`src/rtl/sobel_matrix3_edge_detector.sv`:
```
// rtl/sobel_matrix3_edge_detector.sv - 3x3 Sobel edge-magnitude stage with raster sequence checking
//
// Purpose:
//   Takes one 8-neighbour 3x3 grayscale matrix per cycle, tagged with its
//   top-left column/row. Produces one edge-magnitude pixel, tagged with the
//   centre coordinate, exactly 3 cycles later. It also tracks raster order,
//   raises a sticky error on out-of-order input and pulses at the last pixel
//   of a frame.
//
// Optional feature macro: SOBEL_THRESHOLD_EN
//   When defined, the I_THRESHOLD port is present. O_PIXEL then becomes a
//   binary edge map: all-ones when |Gx|+|Gy| >= I_THRESHOLD, else 0.
//
// Ports:
//   I_CLK                 clock, all logic on posedge
//   I_RESET               synchronous active-high reset
//   I_PIXEL_COLUMN/ROW    top-left coordinate of the input matrix
//   I_PIXEL_MATRIX        {tl,t,tr,ml,mr,bl,b,br}, tl in the MSBs
//   I_PIXEL_MATRIX_READY  input valid, one matrix per cycle
//   I_THRESHOLD           (SOBEL_THRESHOLD_EN only) binary edge threshold
//   O_PIXEL_COLUMN/ROW    centre coordinate of the output pixel
//   O_PIXEL               edge magnitude, or binary edge
//   O_PIXEL_VALID         output qualifier
//   O_FRAME_DONE          1-cycle pulse with the last pixel of the frame
//   O_SEQ_ERROR           sticky out-of-raster-order flag

module sobel_matrix3_edge_detector #(
    parameter int P_FRAME_COLUMNS     = 640,
    parameter int P_FRAME_ROWS        = 480,
    parameter int P_SUBPIXEL_DEPTH    = 8,
    parameter int P_FRAME_COLUMN_BITS = $clog2(P_FRAME_COLUMNS),
    parameter int P_FRAME_ROW_BITS    = $clog2(P_FRAME_ROWS),
    parameter int P_MATRIX_BITS       = 8 * P_SUBPIXEL_DEPTH
) (
    input  logic                           I_CLK,
    input  logic                           I_RESET,
    input  logic [P_FRAME_COLUMN_BITS-1:0] I_PIXEL_COLUMN,
    input  logic [P_FRAME_ROW_BITS-1:0]    I_PIXEL_ROW,
    input  logic [P_MATRIX_BITS-1:0]       I_PIXEL_MATRIX,
    input  logic                           I_PIXEL_MATRIX_READY,
`ifdef SOBEL_THRESHOLD_EN
    input  logic [P_SUBPIXEL_DEPTH-1:0]    I_THRESHOLD,
`endif
    output logic [P_FRAME_COLUMN_BITS-1:0] O_PIXEL_COLUMN,
    output logic [P_FRAME_ROW_BITS-1:0]    O_PIXEL_ROW,
    output logic [P_SUBPIXEL_DEPTH-1:0]    O_PIXEL,
    output logic                           O_PIXEL_VALID,
    output logic                           O_FRAME_DONE,
    output logic                           O_SEQ_ERROR
);

    localparam int D  = P_SUBPIXEL_DEPTH;
    localparam int CB = P_FRAME_COLUMN_BITS;
    localparam int RB = P_FRAME_ROW_BITS;
    // +/-4*(2^D-1) needs D+3 bits signed. |Gx|+|Gy| <= 8*(2^D-1) fits D+3 unsigned.
    localparam int GW = D + 3;

    localparam logic [CB-1:0] LAST_COL = CB'(P_FRAME_COLUMNS - 3);
    localparam logic [RB-1:0] LAST_ROW = RB'(P_FRAME_ROWS - 3);
    localparam logic [CB-1:0] ONE_C    = CB'(1);
    localparam logic [RB-1:0] ONE_R    = RB'(1);
    localparam logic [GW-1:0] ONE_G    = GW'(1);
    localparam logic [GW-1:0] MAX_G    = {3'b000, {D{1'b1}}};

    // Matrix unpack, tl in the MSBs
    logic [D-1:0] px_tl, px_t, px_tr, px_ml, px_mr, px_bl, px_b, px_br;
    assign px_tl = I_PIXEL_MATRIX[8*D-1 -: D];
    assign px_t  = I_PIXEL_MATRIX[7*D-1 -: D];
    assign px_tr = I_PIXEL_MATRIX[6*D-1 -: D];
    assign px_ml = I_PIXEL_MATRIX[5*D-1 -: D];
    assign px_mr = I_PIXEL_MATRIX[4*D-1 -: D];
    assign px_bl = I_PIXEL_MATRIX[3*D-1 -: D];
    assign px_b  = I_PIXEL_MATRIX[2*D-1 -: D];
    assign px_br = I_PIXEL_MATRIX[1*D-1 -: D];

    // Stage 1: gradients, held as two's complement in plain vectors
    logic          s1_valid_q, s1_valid_d;
    logic          s1_last_q,  s1_last_d;
    logic [GW-1:0] s1_gx_q,    s1_gx_d;
    logic [GW-1:0] s1_gy_q,    s1_gy_d;
    logic [CB-1:0] s1_col_q,   s1_col_d;
    logic [RB-1:0] s1_row_q,   s1_row_d;

    // Stage 2: magnitude sum
    logic          s2_valid_q, s2_valid_d;
    logic          s2_last_q,  s2_last_d;
    logic [GW-1:0] s2_sum_q,   s2_sum_d;
    logic [CB-1:0] s2_col_q,   s2_col_d;
    logic [RB-1:0] s2_row_q,   s2_row_d;
`ifdef SOBEL_THRESHOLD_EN
    logic [D-1:0]  s2_thr_q,   s2_thr_d;
`endif

    // Stage 3: registered outputs
    logic          o_valid_q,  o_valid_d;
    logic          o_done_q,   o_done_d;
    logic [D-1:0]  o_pixel_q,  o_pixel_d;
    logic [CB-1:0] o_col_q,    o_col_d;
    logic [RB-1:0] o_row_q,    o_row_d;

    // Sequence checker
    logic [CB-1:0] exp_col_q,  exp_col_d;
    logic [RB-1:0] exp_row_q,  exp_row_d;
    logic          seq_err_q,  seq_err_d;

    logic [GW-1:0] pos_x, neg_x, pos_y, neg_y;
    logic [GW-1:0] abs_x, abs_y;
    logic [D-1:0]  s3_value;
    logic          in_region;
    logic          coord_mismatch;

    always_comb begin
        // Stage 1
        pos_x = {3'b000, px_tr} + {2'b00, px_mr, 1'b0} + {3'b000, px_br};
        neg_x = {3'b000, px_tl} + {2'b00, px_ml, 1'b0} + {3'b000, px_bl};
        pos_y = {3'b000, px_bl} + {2'b00, px_b,  1'b0} + {3'b000, px_br};
        neg_y = {3'b000, px_tl} + {2'b00, px_t,  1'b0} + {3'b000, px_tr};

        in_region  = (I_PIXEL_COLUMN <= LAST_COL) && (I_PIXEL_ROW <= LAST_ROW);
        s1_valid_d = I_PIXEL_MATRIX_READY && in_region;
        s1_last_d  = (I_PIXEL_COLUMN == LAST_COL) && (I_PIXEL_ROW == LAST_ROW);
        s1_gx_d    = pos_x - neg_x;
        s1_gy_d    = pos_y - neg_y;
        s1_col_d   = I_PIXEL_COLUMN + ONE_C;
        s1_row_d   = I_PIXEL_ROW + ONE_R;

        // Stage 2
        abs_x      = s1_gx_q[GW-1] ? (~s1_gx_q + ONE_G) : s1_gx_q;
        abs_y      = s1_gy_q[GW-1] ? (~s1_gy_q + ONE_G) : s1_gy_q;
        s2_valid_d = s1_valid_q;
        s2_last_d  = s1_last_q;
        s2_sum_d   = abs_x + abs_y;
        s2_col_d   = s1_col_q;
        s2_row_d   = s1_row_q;
`ifdef SOBEL_THRESHOLD_EN
        s2_thr_d   = I_THRESHOLD;
`endif

        // Stage 3. Data outputs are forced to 0 whenever they are not valid.
`ifdef SOBEL_THRESHOLD_EN
        s3_value = (s2_sum_q >= {3'b000, s2_thr_q}) ? {D{1'b1}} : {D{1'b0}};
`else
        s3_value = (s2_sum_q > MAX_G) ? {D{1'b1}} : s2_sum_q[D-1:0];
`endif
        o_valid_d = s2_valid_q;
        o_done_d  = s2_valid_q && s2_last_q;
        o_pixel_d = s2_valid_q ? s3_value : {D{1'b0}};
        o_col_d   = s2_valid_q ? s2_col_q : {CB{1'b0}};
        o_row_d   = s2_valid_q ? s2_row_q : {RB{1'b0}};

        // Sequence checker. The expected position always follows the actual
        // input, so one bad coordinate raises only the sticky flag. An input
        // at (0,0) is a legal resync point at any time.
        exp_col_d      = exp_col_q;
        exp_row_d      = exp_row_q;
        seq_err_d      = seq_err_q;
        coord_mismatch = ((I_PIXEL_COLUMN != exp_col_q) || (I_PIXEL_ROW != exp_row_q)) &&
                         !((I_PIXEL_COLUMN == '0) && (I_PIXEL_ROW == '0));
        if (I_PIXEL_MATRIX_READY) begin
            if (coord_mismatch) begin
                seq_err_d = 1'b1;
            end
            if (I_PIXEL_COLUMN >= LAST_COL) begin
                exp_col_d = '0;
                exp_row_d = (I_PIXEL_ROW >= LAST_ROW) ? '0 : I_PIXEL_ROW + ONE_R;
            end else begin
                exp_col_d = I_PIXEL_COLUMN + ONE_C;
                exp_row_d = I_PIXEL_ROW;
            end
        end
    end

    always_ff @(posedge I_CLK) begin
        if (I_RESET) begin
            s1_valid_q <= 1'b0;
            s1_last_q  <= 1'b0;
            s1_gx_q    <= '0;
            s1_gy_q    <= '0;
            s1_col_q   <= '0;
            s1_row_q   <= '0;
            s2_valid_q <= 1'b0;
            s2_last_q  <= 1'b0;
            s2_sum_q   <= '0;
            s2_col_q   <= '0;
            s2_row_q   <= '0;
`ifdef SOBEL_THRESHOLD_EN
            s2_thr_q   <= '0;
`endif
            o_valid_q  <= 1'b0;
            o_done_q   <= 1'b0;
            o_pixel_q  <= '0;
            o_col_q    <= '0;
            o_row_q    <= '0;
            exp_col_q  <= '0;
            exp_row_q  <= '0;
            seq_err_q  <= 1'b0;
        end else begin
            s1_valid_q <= s1_valid_d;
            s1_last_q  <= s1_last_d;
            s1_gx_q    <= s1_gx_d;
            s1_gy_q    <= s1_gy_d;
            s1_col_q   <= s1_col_d;
            s1_row_q   <= s1_row_d;
            s2_valid_q <= s2_valid_d;
            s2_last_q  <= s2_last_d;
            s2_sum_q   <= s2_sum_d;
            s2_col_q   <= s2_col_d;
            s2_row_q   <= s2_row_d;
`ifdef SOBEL_THRESHOLD_EN
            s2_thr_q   <= s2_thr_d;
`endif
            o_valid_q  <= o_valid_d;
            o_done_q   <= o_done_d;
            o_pixel_q  <= o_pixel_d;
            o_col_q    <= o_col_d;
            o_row_q    <= o_row_d;
            exp_col_q  <= exp_col_d;
            exp_row_q  <= exp_row_d;
            seq_err_q  <= seq_err_d;
        end
    end

    assign O_PIXEL_COLUMN = o_col_q;
    assign O_PIXEL_ROW    = o_row_q;
    assign O_PIXEL        = o_pixel_q;
    assign O_PIXEL_VALID  = o_valid_q;
    assign O_FRAME_DONE   = o_done_q;
    assign O_SEQ_ERROR    = seq_err_q;

endmodule

```
`config.mk`:
```
export PLATFORM = sky130hd
export DESIGN_NAME = sobel_matrix3_edge_detector
export DESIGN_NICKNAME = d
export VERILOG_FILES = /design/src/rtl/sobel_matrix3_edge_detector.sv
export SDC_FILE = /design/constraint.sdc
export NUM_CORES = 1
export LEC_CHECK = 0
export CORE_AREA = 2 2 114 116
export CTS_BUF_LIST = sky130_fd_sc_hd__clkbuf_8
export DETAILED_ROUTE_END_ITERATION = 12
export DIE_AREA = 0 0 116 118
export PLACE_DENSITY = 0.95
export SLEW_MARGIN = 15
export SYNTH_ARGS = -nofsm -noshare
export SYNTH_HDL_FRONTEND = slang
export SYNTH_SLANG_ARGS = --single-unit
```
`constraint.sdc`:
```
create_clock -name I_CLK -period 8.65 [get_ports I_CLK]
set_input_delay 1.73 -clock I_CLK [delete_from_list [all_inputs] [get_ports I_CLK]]
set_output_delay 1.73 -clock I_CLK [all_outputs]
set_load 0.01 [all_outputs]
```
==> impl_results.md <==
- PortBufs: about 120
- Combinational share of power: 50.1%
- Via Count: between 5000 and 6000
- Antenna-violating nets left: 0
- Synthesized area per cell: just over 9 µm²
- Largest net degree at the start of global routing: slightly below 90
- Synth area leaders: dfxtp_1, fa_1, inv_1
- CP Class: in -> reg
- Num CTS Buffers: 17
- Synth cell types: 50
- Commonest cells in the synthesized netlist: inv_1, dfxtp_1, fa_1, nor2_1, nor2b_1
- Total gr overflow: 0
- Hold WC Path Type: reg -> reg
- Nets: 1100
- DRT Wirelength: approximately 16000 µm
- CP arrival: 5.88 ns
- Vias in the first global route: around 5900
- Async SR Flop Fraction: 0%
- Clock latency on the worst-skew pair: 0.43 ns
- Max FO, Critical Path: 3
- Nets in the synthesized netlist: 992
- RSZ-0062 raised after global routing: no
- Skew final: roughly 0.014 ns
- FILL cells: 811
- Vias per Instance: 5.248
- Global-route wire length before repair: between 20000 and 30000 µm
- First-pass iteration count of the detailed router: 5
- Post-synth EDFFs: 0
- Top-count cell post-synth: inv_1
- DIE HEIGHT: about 120 µm
- Synthesized area: around 7500 µm²
- Die ar.: 13690 µm²
- FF+latch count, synth: 124
- I/O Pins: 116
- Inserted Diodes: 0
- Initial core utilization: 60.27%
- Register share of total power: 28.9%
- Yosys top cell area share: 33.18%
- Resized cells post-CTS: 0
- Sequential cell area fraction in the yosys report: between 30% and 40%
- Syn Inst Count: roughly 800
- H-tree lvl count: 4
- Critical path startpoint category: input pin
- Pwr dens: between 200 and 300 nW/µm²
- Peak VDD IR: 0.1445 mV
- Fin crit share: between 60% and 70%
- DPL Wire Length: around 11000 µm
- Fmax achieved: roughly 180 MHz
- Hold_buf cts: 0
- CP required: roughly 9.0 ns
- Endpoints failing hold: 0
- Pint: 1.501 mW
- Initial antenna violation count: 0
- Worst R2R Setup Slack: between 5 and 6 ns
- Setup TNS: 0 ns
- Clk pwr share: between 20% and 30%
- Iteration-0 DRC Markers: approximately 470
- Pins Over Slew Limit: 0
- Final setup fails: 0
- Switching part of the total: approximately 39%
- Fin crit period: approximately 5.5 ns
- Root buf cell: clkbuf_8
- CTS tree: built
- Outcome: complete, no violations
- Layout cells sized above 1: under 10%
- NetSw: roughly 970 µW
- Clock Tree Buf Depth: 2
- Post-synth top flop: dfxtp_1
- Worst-Margin Slew: roughly 1.2 ns
- Clock Sinks: 124
- Area grow syn2layout: 22.39%
- All-Layer GR Usage: between 20 and 25%
- Postcts setup bufs: 0
- CTS clk-pin slew, worst paths: 0.08 ns
- Max-cap viol count: 0
- Synth Warn #: 0
- Final Total Pwr: around 2.5 mW
- CORE AREA: approximately 12000 µm²
- Num rows: 41
- Leading area contributor after synthesis: dfxtp_1
- Crit end category: flip-flop
- Die W: about 120 µm
- Routed len/inst: 14.23 µm
- Final GP Congestion: approximately 0.9
- # DRC: 0
- Slew HR: 20.16%
- Leak Pwr: between 4 and 5 nW
metal layers:
metal	wire (µm)	up-vias	track usage [%]
met5	0	-	0
met4	406	0	8.036
met3	982	50	5.561
met2	7833	242	42.91
met1	6342	2673	28.76
li1	-	2776	-
through the flow:
step / util [%] / worst slack, ns / area, µm² / cells / hold slack [ns]
floorplan: - / 3.675 / 7482 / 801 / 0.4057
global placement: 70.46 / 3.007 / 8747 / 1062 / 0.4094
detailed placement: 70.46 / 2.805 / 8747 / 1062 / 0.4105
CTS: 73.77 / 3.179 / 9158 / 1094 / 0.4289
global route: 73.77 / 2.918 / 9158 / 1094 / 0.4443
finish: 73.77 / 3.109 / 9158 / 1094 / 0.4276
power groups by stage:
stage | registers, mW | clock network [mW] | logic [mW]
final | 0.713 | 0.520 | 1.24
after global routing | 0.721 | 0.548 | 1.39
after detailed placement | 0.723 | 0 | 1.19
after CTS | 0.712 | 0.524 | 1.23
after floorplan | 0.703 | 0 | 0.947
after global placement | 0.719 | 0 | 1.13
placed cells by master, fill, tap and decap left out, types with 18 or more instances in the layout:
cell type	n
clkdlybuf4s50_1	114
dfxtp_1	124
a21oi_1	18
xnor2_1	42
nor2b_1	47
fa_1	63
and2_1	26
inv_1	149
o21ai_0	29
ha_1	42
nor2_1	55
cell type report:
| type | instances | area (µm²) | share of cell area [%] |
|---|---|---|---|
| multi-input combinational | 500 | 4329 | 47.27 |
| sequential | 124 | 2482 | 27.11 |
| timing repair buffer | 117 | 1161 | 12.68 |
| inverter | 149 | 559.3 | 6.107 |
| clock buffer | 17 | 234.0 | 2.555 |
| tap | 172 | 215.2 | 2.350 |
| clock inverter | 15 | 176.4 | 1.926 |
worst max-delay path, stage by stage:
cell	delay, ns
clkdlybuf4s50_1	0.51
inv_1	0.07
fa_1	0.51
fa_1	0.54
inv_1	0.05
fa_1	0.58
inv_1	0.06
ha_1	0.29
a21oi_1	0.21
o21ai_0	0.14
a2111oi_0	0.72
o21ai_0	0.22
a21oi_1	0.23
state kept, by name, indices dropped and copies added, names as in the netlist, 10 cells and up:
| register | count |
|---|---|
| O_PIXEL_COLUMN | 10 |
| exp_col_q | 10 |
| s1_col_q | 10 |
| s1_gx_q | 11 |
| s1_gy_q | 11 |
| s2_col_q | 10 |
| s2_sum_q | 11 |
cells by family (layout without fill, tap and decap cells):
group           Yosys count  in the layout  share of synthesized area [%]
simple gates            216            216                          15.35
buf+inv                 177            298                          8.963
flops                   124            124                          33.18
compound gates          116            116                          11.09
fa+ha+maj               105            105                          23.88
xor+xnor                 58             58                          6.789
mux                       5              5                         0.7525
path summary, 6_finish.rpt:
kind,from,end,cells after the start
max,I_PIXEL_MATRIX[42],s1_gy_q[8],13
min,s2_row_q[5],O_PIXEL_ROW[5],1
max reg2reg,s1_gx_q[0],s2_sum_q[10],11
min reg2reg,s2_row_q[5],O_PIXEL_ROW[5],1
(Power assumes the default switching activity.)
